==> src/rtl/bank_cmd_arbiter_if.sv <==
// Request/grant bundle between the per-bank controllers, the arbiter and the issue FIFO.
// The master side drives requests and the FIFO-full flag; the slave (arbiter) drives grants and pushes.
interface bank_cmd_arbiter_if #(
  parameter int NUM_BANKS = 4,
  parameter int ADDR_BITS = 14
);
  logic [NUM_BANKS-1:0]           req_valid;
  logic [3*NUM_BANKS-1:0]         req_cmd;
  logic [ADDR_BITS*NUM_BANKS-1:0] req_addr;
  logic                           isu_fifo_full;
  logic [NUM_BANKS-1:0]           grant;
  logic                           sch_issue;
  logic [ADDR_BITS+5:0]           sch_out;

  modport master (
    output req_valid, req_cmd, req_addr, isu_fifo_full,
    input  grant, sch_issue, sch_out
  );

  modport slave (
    input  req_valid, req_cmd, req_addr, isu_fifo_full,
    output grant, sch_issue, sch_out
  );
endinterface

==> src/rtl/bank_cmd_arbiter.sv <==
// Multi-bank command arbiter: refresh-first, otherwise round-robin among banks that meet
// tRRD/tFAW/tCCD, registering the winner into the issue-FIFO word {cmd, addr, bank}.
`ifndef ADDR_BITS
`define ADDR_BITS 14
`endif

module bank_cmd_arbiter #(
  parameter int NUM_BANKS = 4,
  parameter int ADDR_BITS = `ADDR_BITS,
  parameter int T_RRD     = 4,
  parameter int T_FAW     = 20,
  parameter int T_CCD     = 4
) (
  input  logic              clk,
  input  logic              rst_n,
  bank_cmd_arbiter_if.slave bus
);

  typedef enum logic [2:0] {
    ATCMD_NOP       = 3'd0,
    ATCMD_ACTIVE    = 3'd1,
    ATCMD_READ      = 3'd2,
    ATCMD_WRITE     = 3'd3,
    ATCMD_RDA       = 3'd4,
    ATCMD_WRA       = 3'd5,
    ATCMD_PRECHARGE = 3'd6,
    ATCMD_REFRESH   = 3'd7
  } sch_cmd_t;

  localparam int PW    = (NUM_BANKS > 1) ? $clog2(NUM_BANKS) : 1;
  localparam int T_MAX = (T_FAW > T_RRD) ? ((T_FAW > T_CCD) ? T_FAW : T_CCD)
                                         : ((T_RRD > T_CCD) ? T_RRD : T_CCD);
  localparam int CW    = $clog2(T_MAX + 1);

  logic [PW-1:0]        rr_ptr;
  logic [CW-1:0]        rrd_cnt;
  logic [CW-1:0]        ccd_cnt;
  logic [CW-1:0]        faw_slot [4];

  sch_cmd_t             cmd [NUM_BANKS];
  logic [NUM_BANKS-1:0] eligible;
  logic [NUM_BANKS-1:0] is_ref;
  logic [NUM_BANKS-1:0] is_nop;
  logic                 faw_free;
  int                   faw_sel;

  // NOTE: every always_comb output gets a default before any branch, so no path can infer a latch.
  always_comb begin
    faw_free = 1'b0;
    faw_sel  = 0;
    for (int s = 3; s >= 0; s--) begin
      if (faw_slot[s] == '0) begin
        faw_free = 1'b1;
        faw_sel  = s;
      end
    end

    eligible = '0;
    is_ref   = '0;
    is_nop   = '0;
    for (int i = 0; i < NUM_BANKS; i++) begin
      cmd[i]    = sch_cmd_t'(bus.req_cmd[3*i +: 3]);
      is_ref[i] = (cmd[i] == ATCMD_REFRESH);
      is_nop[i] = (cmd[i] == ATCMD_NOP);
      case (cmd[i])
        ATCMD_ACTIVE:
          eligible[i] = bus.req_valid[i] && (rrd_cnt == '0) && faw_free;
        ATCMD_READ, ATCMD_WRITE, ATCMD_RDA, ATCMD_WRA:
          eligible[i] = bus.req_valid[i] && (ccd_cnt == '0);
        ATCMD_PRECHARGE, ATCMD_REFRESH:
          eligible[i] = bus.req_valid[i];
        default:
          eligible[i] = 1'b0;
      endcase
    end
  end

  logic                 gnt_any;
  int                   gnt_idx;
  sch_cmd_t             gnt_cmd;
  logic [ADDR_BITS-1:0] gnt_addr;
  logic                 gnt_act;
  logic                 gnt_col;

  // Downward loops leave the lowest index / smallest rotation offset as the final winner.
  always_comb begin
    int idx;
    idx     = 0;
    gnt_any = 1'b0;
    gnt_idx = 0;
    if (!bus.isu_fifo_full) begin
      for (int i = NUM_BANKS - 1; i >= 0; i--) begin
        if (eligible[i] && is_ref[i]) begin
          gnt_any = 1'b1;
          gnt_idx = i;
        end
      end
      if (!gnt_any) begin
        for (int off = NUM_BANKS - 1; off >= 0; off--) begin
          idx = (int'(rr_ptr) + off) % NUM_BANKS;
          if (eligible[idx]) begin
            gnt_any = 1'b1;
            gnt_idx = idx;
          end
        end
      end
    end

    gnt_cmd  = gnt_any ? sch_cmd_t'(bus.req_cmd[3*gnt_idx +: 3]) : ATCMD_NOP;
    gnt_addr = gnt_any ? bus.req_addr[ADDR_BITS*gnt_idx +: ADDR_BITS] : '0;
    gnt_act  = gnt_any && (gnt_cmd == ATCMD_ACTIVE);
    gnt_col  = gnt_any && (gnt_cmd inside {ATCMD_READ, ATCMD_WRITE, ATCMD_RDA, ATCMD_WRA});
    bus.grant = gnt_any ? (NUM_BANKS'(1) << gnt_idx) : '0;
  end

  // NOTE: state registers use non-blocking assignments so every flop samples pre-edge values.
  always_ff @(posedge clk or negedge rst_n) begin
    if (!rst_n) begin
      rr_ptr        <= '0;
      rrd_cnt       <= '0;
      ccd_cnt       <= '0;
      for (int s = 0; s < 4; s++) faw_slot[s] <= '0;
      bus.sch_issue <= 1'b0;
      bus.sch_out   <= {ATCMD_NOP, {ADDR_BITS{1'b0}}, 3'd0};
    end else begin
      if (gnt_any) rr_ptr <= PW'((gnt_idx + 1) % NUM_BANKS);

      if (gnt_act)              rrd_cnt <= CW'(T_RRD - 1);
      else if (rrd_cnt != '0)   rrd_cnt <= rrd_cnt - CW'(1);

      if (gnt_col)              ccd_cnt <= CW'(T_CCD - 1);
      else if (ccd_cnt != '0)   ccd_cnt <= ccd_cnt - CW'(1);

      // Load wins over decrement; only the lowest free slot takes the new ACTIVE.
      for (int s = 0; s < 4; s++) begin
        if (gnt_act && (s == faw_sel))  faw_slot[s] <= CW'(T_FAW - 1);
        else if (faw_slot[s] != '0)     faw_slot[s] <= faw_slot[s] - CW'(1);
      end

      bus.sch_issue <= gnt_any;
      bus.sch_out   <= gnt_any ? {gnt_cmd, gnt_addr, 3'(gnt_idx)}
                               : {ATCMD_NOP, {ADDR_BITS{1'b0}}, 3'd0};
    end
  end

  nop_never_requested: assert property (@(posedge clk) disable iff (!rst_n)
    (bus.req_valid & is_nop) == '0)
    else $error("bank_cmd_arbiter: NOP presented with req_valid set");

endmodule

==> src/flat_wrapper.sv <==
// flat-port wrapper written by rule: the top's interface ports become plain ports
module bank_cmd_arbiter_flat 
#(
  parameter int NUM_BANKS = 4,
  parameter int ADDR_BITS = `ADDR_BITS,
  parameter int T_RRD     = 4,
  parameter int T_FAW     = 20,
  parameter int T_CCD     = 4
)
  (clk, rst_n, bus_req_valid, bus_req_cmd, bus_req_addr, bus_isu_fifo_full, bus_grant, bus_sch_issue, bus_sch_out);
  bank_cmd_arbiter_if #(.NUM_BANKS(NUM_BANKS), .ADDR_BITS(ADDR_BITS)) bus_i ();
  input  logic clk;
  input  logic rst_n;
  input wire logic [$bits(bus_i.req_valid)-1:0] bus_req_valid;
  input wire logic [$bits(bus_i.req_cmd)-1:0] bus_req_cmd;
  input wire logic [$bits(bus_i.req_addr)-1:0] bus_req_addr;
  input wire logic [$bits(bus_i.isu_fifo_full)-1:0] bus_isu_fifo_full;
  output wire logic [$bits(bus_i.grant)-1:0] bus_grant;
  output wire logic [$bits(bus_i.sch_issue)-1:0] bus_sch_issue;
  output wire logic [$bits(bus_i.sch_out)-1:0] bus_sch_out;
  assign bus_i.req_valid = bus_req_valid;
  assign bus_i.req_cmd = bus_req_cmd;
  assign bus_i.req_addr = bus_req_addr;
  assign bus_i.isu_fifo_full = bus_isu_fifo_full;
  assign bus_grant = bus_i.grant;
  assign bus_sch_issue = bus_i.sch_issue;
  assign bus_sch_out = bus_i.sch_out;
  bank_cmd_arbiter #(.NUM_BANKS(NUM_BANKS), .ADDR_BITS(ADDR_BITS), .T_RRD(T_RRD), .T_FAW(T_FAW), .T_CCD(T_CCD)) u_core (.clk(clk), .rst_n(rst_n), .bus(bus_i));
endmodule
==> config.mk <==
export PLATFORM = sky130hd
export DESIGN_NAME = bank_cmd_arbiter_flat
export DESIGN_NICKNAME = d
export VERILOG_FILES = /design/src/rtl/bank_cmd_arbiter_if.sv /design/src/rtl/bank_cmd_arbiter.sv /design/src/flat_wrapper.sv
export SDC_FILE = /design/constraint.sdc
export NUM_CORES = 1
export LEC_CHECK = 0
export ABC_AREA = 0
export BUFFER_PORTS_ARGS = -buffer_cell sky130_fd_sc_hd__buf_2
export CORE_MARGIN = 3
export CORE_UTILIZATION = 40
export DETAILED_ROUTE_END_ITERATION = 8
export GPL_TIMING_DRIVEN = 0
export SLEW_MARGIN = 20
export SYNTH_ARGS = -nofsm -noshare
export SYNTH_HDL_FRONTEND = slang
export SYNTH_SLANG_ARGS = --single-unit
==> constraint.sdc <==
create_clock -name clk -period 5.2 [get_ports clk]
set_input_delay 0.52 -clock clk [delete_from_list [all_inputs] [get_ports clk]]
set_output_delay 0.52 -clock clk [all_outputs]
set_load 0.03 [all_outputs]
# == Word-level counts from Yosys, hierarchy flattened ==
# Index checks and enable logic that the tools add are counted.
# classes
n_addsub,10
mul,2
n_lt_le_gt_ge,4
eq_ne,36
shifts,3
n_mux,59
bitwise_logic,3
n_reduce_logical,53
# op_table
op,n
$mux W32,6
$mux W5,12
$shiftx A56 B32 Y14,1
$eq A3 B3 Y1 const B,18
$logic_not A32 Y1,1
$mul A3 B32 Y32 const A,1
$mul A4 B32 Y31 const A,1
$shiftx A12 B32 Y3,1
$shl A1 B32 Y4 const A,1
$eq A3 B2 Y1 const B,10
$logic_not A5 Y1,6
$reduce_bool A5 Y1,6
$sub A5 B1 Y5 const B,6
$logic_and A1 B1 Y1,22
$mux W1,22
$mux W20,1
$mux W2,8
$reduce_or A4 Y1,4
$eq A3 B1 Y1 const B,5
$reduce_or A2 Y1,7
$lt A3 B4 Y1 const B,3
$pmux W1 S3,4
$reduce_bool A2 Y1,6
$bmux W1 S2,4
9 further kinds,14
# totals
reg_bits,53
inputBits,75
out_inout_bits,25
wordCells,179

# == Depth between registers and ports, before layout ==
# logic_depth
word_depth,25
depth_mapped,27
mapped_depth_nobuf,23

# == Worst setup path before layout ==
# OpenSTA, ideal clock, no wires.
# synth_path
kind,reg2reg
from,register u_core.faw_slot[10] (netlist name)
to,register u_core.bus.sch_out[3]
setup_ns,0.137
arrival_time_ns,5.094
required_ns,5.063
setup_slack_ns,-0.031
path_stages_with_launch,22
n_path_buf,6
period_less_slack_ns,5.231
path_cell_list,dfrtp_1 > inv_1 > ha_1 > nor4b_2 > o41ai_4 > o21ai_1 > a211oi_1 > a31oi_1 > a211oi_4 > o21ai_2 > a21oi_4 > buf_6 > buf_2 > ha_1 > clkbuf_1 > inv_1 > clkbuf_1 > buf_1 > buf_1 > mux4_2 > mux2i_1 > a211oi_1
# synth_via
elab_chain_cells,19
word_cells_on_any_way,50
classes_between,mul: 1; shift: 1; mux: 39; reduce/logical: 9
# synth_lines
item,line,text
from (decl),bank_cmd_arbiter.sv:38,logic [CW-1:0] faw_slot [4];
"from (signal, indexed assignment)",bank_cmd_arbiter.sv:136,if (gnt_act && (s == faw_sel)) faw_slot[s] <= CW'(T_FAW - 1);
$logic_not A5 Y1 *,bank_cmd_arbiter.sv:52,if (faw_slot[s] == '0) begin
$mux W1 * (2 in a row),bank_cmd_arbiter.sv:52,
$logic_and A1 B1 Y1,bank_cmd_arbiter.sv:67,eligible[i] = bus.req_valid[i] && (rrd_cnt == '0) && faw_free;
$pmux W1 S3,bank_cmd_arbiter.sv:65,case (cmd[i])
$logic_and A1 B1 Y1,bank_cmd_arbiter.sv:93,if (eligible[i] && is_ref[i]) begin
$mux W2 (4 in a row),bank_cmd_arbiter.sv:93,
$mux W32 (4 in a row),bank_cmd_arbiter.sv:101,if (eligible[idx]) begin
$mux W32,bank_cmd_arbiter.sv:98,if (!gnt_any) begin
$mux W32,bank_cmd_arbiter.sv:91,if (!bus.isu_fifo_full) begin
$mul A4 B32 Y31,bank_cmd_arbiter.sv:110,gnt_addr = gnt_any ? bus.req_addr[ADDR_BITS*gnt_idx +: ADDR_BITS] : '0;
$shiftx A56 B32 Y14,bank_cmd_arbiter.sv:110,
$mux W20 *,bank_cmd_arbiter.sv:141,"bus.sch_out <= gnt_any ? {gnt_cmd, gnt_addr, 3'(gnt_idx)}"
to (signal assigned),bank_cmd_arbiter.sv:124,"bus.sch_out <= {ATCMD_NOP, {ADDR_BITS{1'b0}}, 3'd0};"
to (signal assigned),bank_cmd_arbiter.sv:141,
to (decl),bank_cmd_arbiter_if.sv:22,"output grant, sch_issue, sch_out"
# Every way passes the cells marked *; elsewhere a longest branch is shown, timed or not. The select of a mux whose other input is x is not followed.
# A chain may end at the register's enable or synchronous reset.

# == Final worst setup path ==
# layout_path
from,register u_core.faw_slot[10] (netlist name)
to,register u_core.faw_slot[19] (netlist name)
# layout_via
elab_chain_cells,23
word_cells_on_any_way,58
classes_between,mul: 1; eq/ne: 1; shift: 1; mux: 42; reduce/logical: 13
# layout_lines
item,line,text
$logic_not A5 Y1 *,bank_cmd_arbiter.sv:52,
$mux W1 (2 in a row),bank_cmd_arbiter.sv:52,
$logic_and A1 B1 Y1,bank_cmd_arbiter.sv:67,
$pmux W1 S3,bank_cmd_arbiter.sv:65,
$logic_and A1 B1 Y1,bank_cmd_arbiter.sv:93,
$mux W2 (4 in a row),bank_cmd_arbiter.sv:93,
$mux W32 (4 in a row),bank_cmd_arbiter.sv:101,
$mux W32,bank_cmd_arbiter.sv:98,
$mux W32,bank_cmd_arbiter.sv:91,
$mul A3 B32 Y32,bank_cmd_arbiter.sv:109,gnt_cmd = gnt_any ? sch_cmd_t'(bus.req_cmd[3*gnt_idx +: 3]) : ATCMD_NOP;
$shiftx A12 B32 Y3,bank_cmd_arbiter.sv:109,
$mux W3,bank_cmd_arbiter.sv:109,
$eq A3 B1 Y1,bank_cmd_arbiter.sv:111,gnt_act = gnt_any && (gnt_cmd == ATCMD_ACTIVE);
$logic_and A1 B1 Y1,bank_cmd_arbiter.sv:111,
$logic_and A1 B1 Y1 *,bank_cmd_arbiter.sv:136,
$mux W5 or $reduce_bool A2 Y1 (tied branches),-,
# Marks and branches as above.

==> run summary <==
Outcome - completed
Placed cell count - 840
Fin. max-slew vios - 0
Gate power share - 0.658
Largest net degree at the start of global routing - 53
Setup crit end kind - flip-flop
Sw Ratio - 0.466
Clk Latency, worst-skew pair - 290 ps
Port bufs - 98
Final worst setup slack - 110 ps
Largest family of logic cells by synthesized area - multiplexers
Num CTS Buffers - 5
H-tree depth - 2
Post-Synth Adder-Cell Area - 0.0474
Clk_skew - 7.56 ps
Top FF cell, synth - dfrtp_1
Reg power frac - 0.232
Int Power - 1.64 mW
FMAX - 196 MHz
Initial Utilization - 0.413
Layout area overhead - 25.8%
Setup Viol. Count Final - 0
Final period utilization - 0.979
Root Buffer - clkbuf_16
DR vias/cell - 5.86
CTS Buffer Depth - 2
Vias in the first global route - 5008
Average wire per standard cell - 18.4 µm
Clock transition at path regs - 70 ps
Async S/R FF share, synth - 1.00
Full die area - 14600 µm²
Number of remaining DRC errors - 0
CP max FO - 10
Final wirelength - 16.2 mm
Final Hold Viols - 0
Post-route ant nets - 0
Inserted Diodes - 0
Die Span Y - 121 µm
XOR/XNOR Fraction of Synth Area - 0.0216
WP data arrival - 5260 ps
Tot GR Track Use - 0.216
Max Cap Viol - 0
Synth Area per Inst - 9.26 µm²
Clock sinks - 52
Vias - 5151
Placer Congestion - 0.959
Commonest cells after routing, fill and taps aside - 101 x buf_2, 86 x mux2i_1, 53 x nand2_1
Num rows - 41
Post-synthesis compound-gate area fraction - 0.195
Top Ports - 100
Final min period - 5090 ps
GRT Residual Overflow - 0
Placed Area - 5990 µm²
Crit Path Category - reg2reg
Core area - 12800 µm²
Worst path required time - 5370 ps
Number of flops mapped to enable cells by yosys - 0
Nets - 801
Peak supply drop - 0.166 mV
Number of synthesis warnings - 0
Most common cell after layout, fill and taps aside - buf_2
Drt pass-1 iters - 5
Net count after synthesis - 665
Final Instance Area - 6640 µm²
Hold Buf Count CTS - 0
Clock Power Share - 0.110
DIE WIDTH - 121 µm
Layout cell share with drive strength beyond 1 - 0.334
PwrDens - 462 nW/µm²
CP startpoint kind - flip-flop
Mux cell area share after synthesis - 0.255
Worst-Margin Slew - 728 ps
Synthesized area - 5280 µm²
Worst slack at placement - -957 ps
Slew HR - 0.511
DRT iter0 DRCs - 371
Leakage - 2.99 nW
First-pass GRT wire length - 25.9 mm
Hold crit path type - in2async
Synthesized flop and latch total - 52
Initial antenna violation count - 0
CTS tree - yes
Synth Instances - 570
Non-filler instance count after layout - 879
Sw Pwr - 1.43 mW
Seq/Total Area, Yosys - 0.247
Hpwl dp - 12.3 mm
Synth cell types - 77
Simple-gate share of the synthesized area - 0.187
## what timing repair did
item / in CTS / in global routing
setup endpoints to repair: 41 / 37
gates cloned: 0 / 0
hold endpoints to repair: 0 / 0
resized for setup: 37 / 27
pin swaps: 13 / 14
buffers inserted: 14 / 19
## cell families after synthesis
| kind of cell | count (synthesis) |
|---|---|
| simple gates | 183 |
| compound gates | 130 |
| mux | 113 |
| buf+inv | 58 |
| flops | 52 |
| fa+ha+maj | 20 |
| xor+xnor | 13 |
| other cells | 1 |
## cell type report
cell class,instances,area [µm²]
clock inverters,3,26.3
plain buffers,28,180
fillers,1185,6130
multi-input cells,460,3940
repair buffers,131,744
flip-flops and latches,52,1300
well taps,172,215
inverters,28,110
clock buffers,5,125
## power groups by stage
| stage | clock network, mW | registers [mW] | logic [mW] |
|---|---|---|---|
| after floorplan | 0 | 0.755 | 1.29 |
| after global placement | 0 | 0.697 | 1.74 |
| after detailed placement | 0 | 0.702 | 1.77 |
| after CTS | 0.347 | 0.708 | 1.90 |
| after global routing | 0.361 | 0.732 | 2.20 |
| final | 0.337 | 0.711 | 2.02 |
## critical path, stage by stage, from the launching register on
cell	delay [ps]
dfrtp_1	380
inv_2	60
ha_2	190
nor4b_4	120
buf_4	160
o41ai_4	370
buf_6	190
o21ai_1	100
a31oi_1	210
o211ai_1	150
a211oi_4	330
o21ai_4	120
a21oi_4	270
buf_12	150
ha_4	220
buf_8	140
and2_1	160
a211oi_4	200
a21oi_2	50
nor3_2	190
nor4_2	90
a221oi_4	420
nor3_4	70
mux2_2	280
a221o_1	340
## per-layer routing
layer	vias up	global-route usage	part of all wire
met4	0	0.0559	0.016
met3	25	0.0256	0.071
met2	247	0.342	0.47
met1	2478	0.313	0.45
li1	2401	-	-
met5	-	0	0
## per-stage QoR
stage               utilization  TNS [ps]  hold slack (ps)  total power [mW]
CTS                       0.502         0              283              2.95
detailed placement        0.469    -30750              508              2.48
global placement          0.469    -29870              501              2.44
global route              0.520      -653              306              3.29
floorplan                     -         0              224              2.05
finish                    0.520         0              254              3.07
## synthesized netlist by cell type, types with 5 or more instances
| master | count | area (µm²) |
|---|---|---|
| inv_1 | 27 | 101 |
| nand3_1 | 8 | 40.0 |
| nand2_1 | 55 | 206 |
| xnor2_1 | 11 | 96.3 |
| a211oi_1 | 8 | 60.1 |
| a22oi_1 | 6 | 45.0 |
| clkbuf_1 | 17 | 63.8 |
| buf_4 | 6 | 45.0 |
| nor3_1 | 14 | 70.1 |
| nor4_1 | 9 | 56.3 |
| a31oi_1 | 7 | 43.8 |
| mux4_2 | 16 | 360 |
| ha_1 | 20 | 250 |
| nand2b_1 | 7 | 43.8 |
| o21ai_0 | 16 | 80.1 |
| o21ai_1 | 6 | 30.0 |
| or3_1 | 8 | 50.1 |
| nor2b_1 | 5 | 31.3 |
| mux2_2 | 10 | 113 |
| o211ai_1 | 6 | 45.0 |
| a21oi_1 | 30 | 150 |
| dfrtp_1 | 52 | 1300 |
| mux2i_1 | 87 | 871 |
| nor2_1 | 44 | 165 |
| and2_1 | 8 | 50.1 |
## flip-flops by register name, indices dropped and copies added, names as in the netlist
name	cells
u_core.rrd_cnt	5
u_core.rr_ptr	2
u_core.bus.sch_issue	1
u_core.ccd_cnt	5
u_core.faw_slot	20
u_core.bus.sch_out	19
## path summary, 6_finish.rpt
path,start,slack [ps],cells after the start,endpoint
min in group clk,bus_isu_fifo_full,520,2,u_core.bus.sch_out[1]$_DFF_PN0_
worst max-delay path,u_core.faw_slot[10]$_DFFE_PN0P_,110,24,u_core.faw_slot[19]$_DFFE_PN0P_
worst min-delay path,rst_n,250,1,u_core.ccd_cnt[3]$_DFFE_PN0P_
max in group asynchronous,rst_n,4500,1,u_core.rrd_cnt[3]$_DFFE_PN0P_
worst min register to register,u_core.ccd_cnt[1]$_DFFE_PN0P_,540,1,u_core.ccd_cnt[1]$_DFFE_PN0P_
worst max register to register,u_core.faw_slot[10]$_DFFE_PN0P_,110,24,u_core.faw_slot[19]$_DFFE_PN0P_
Power figures use the tool's default switching activity.
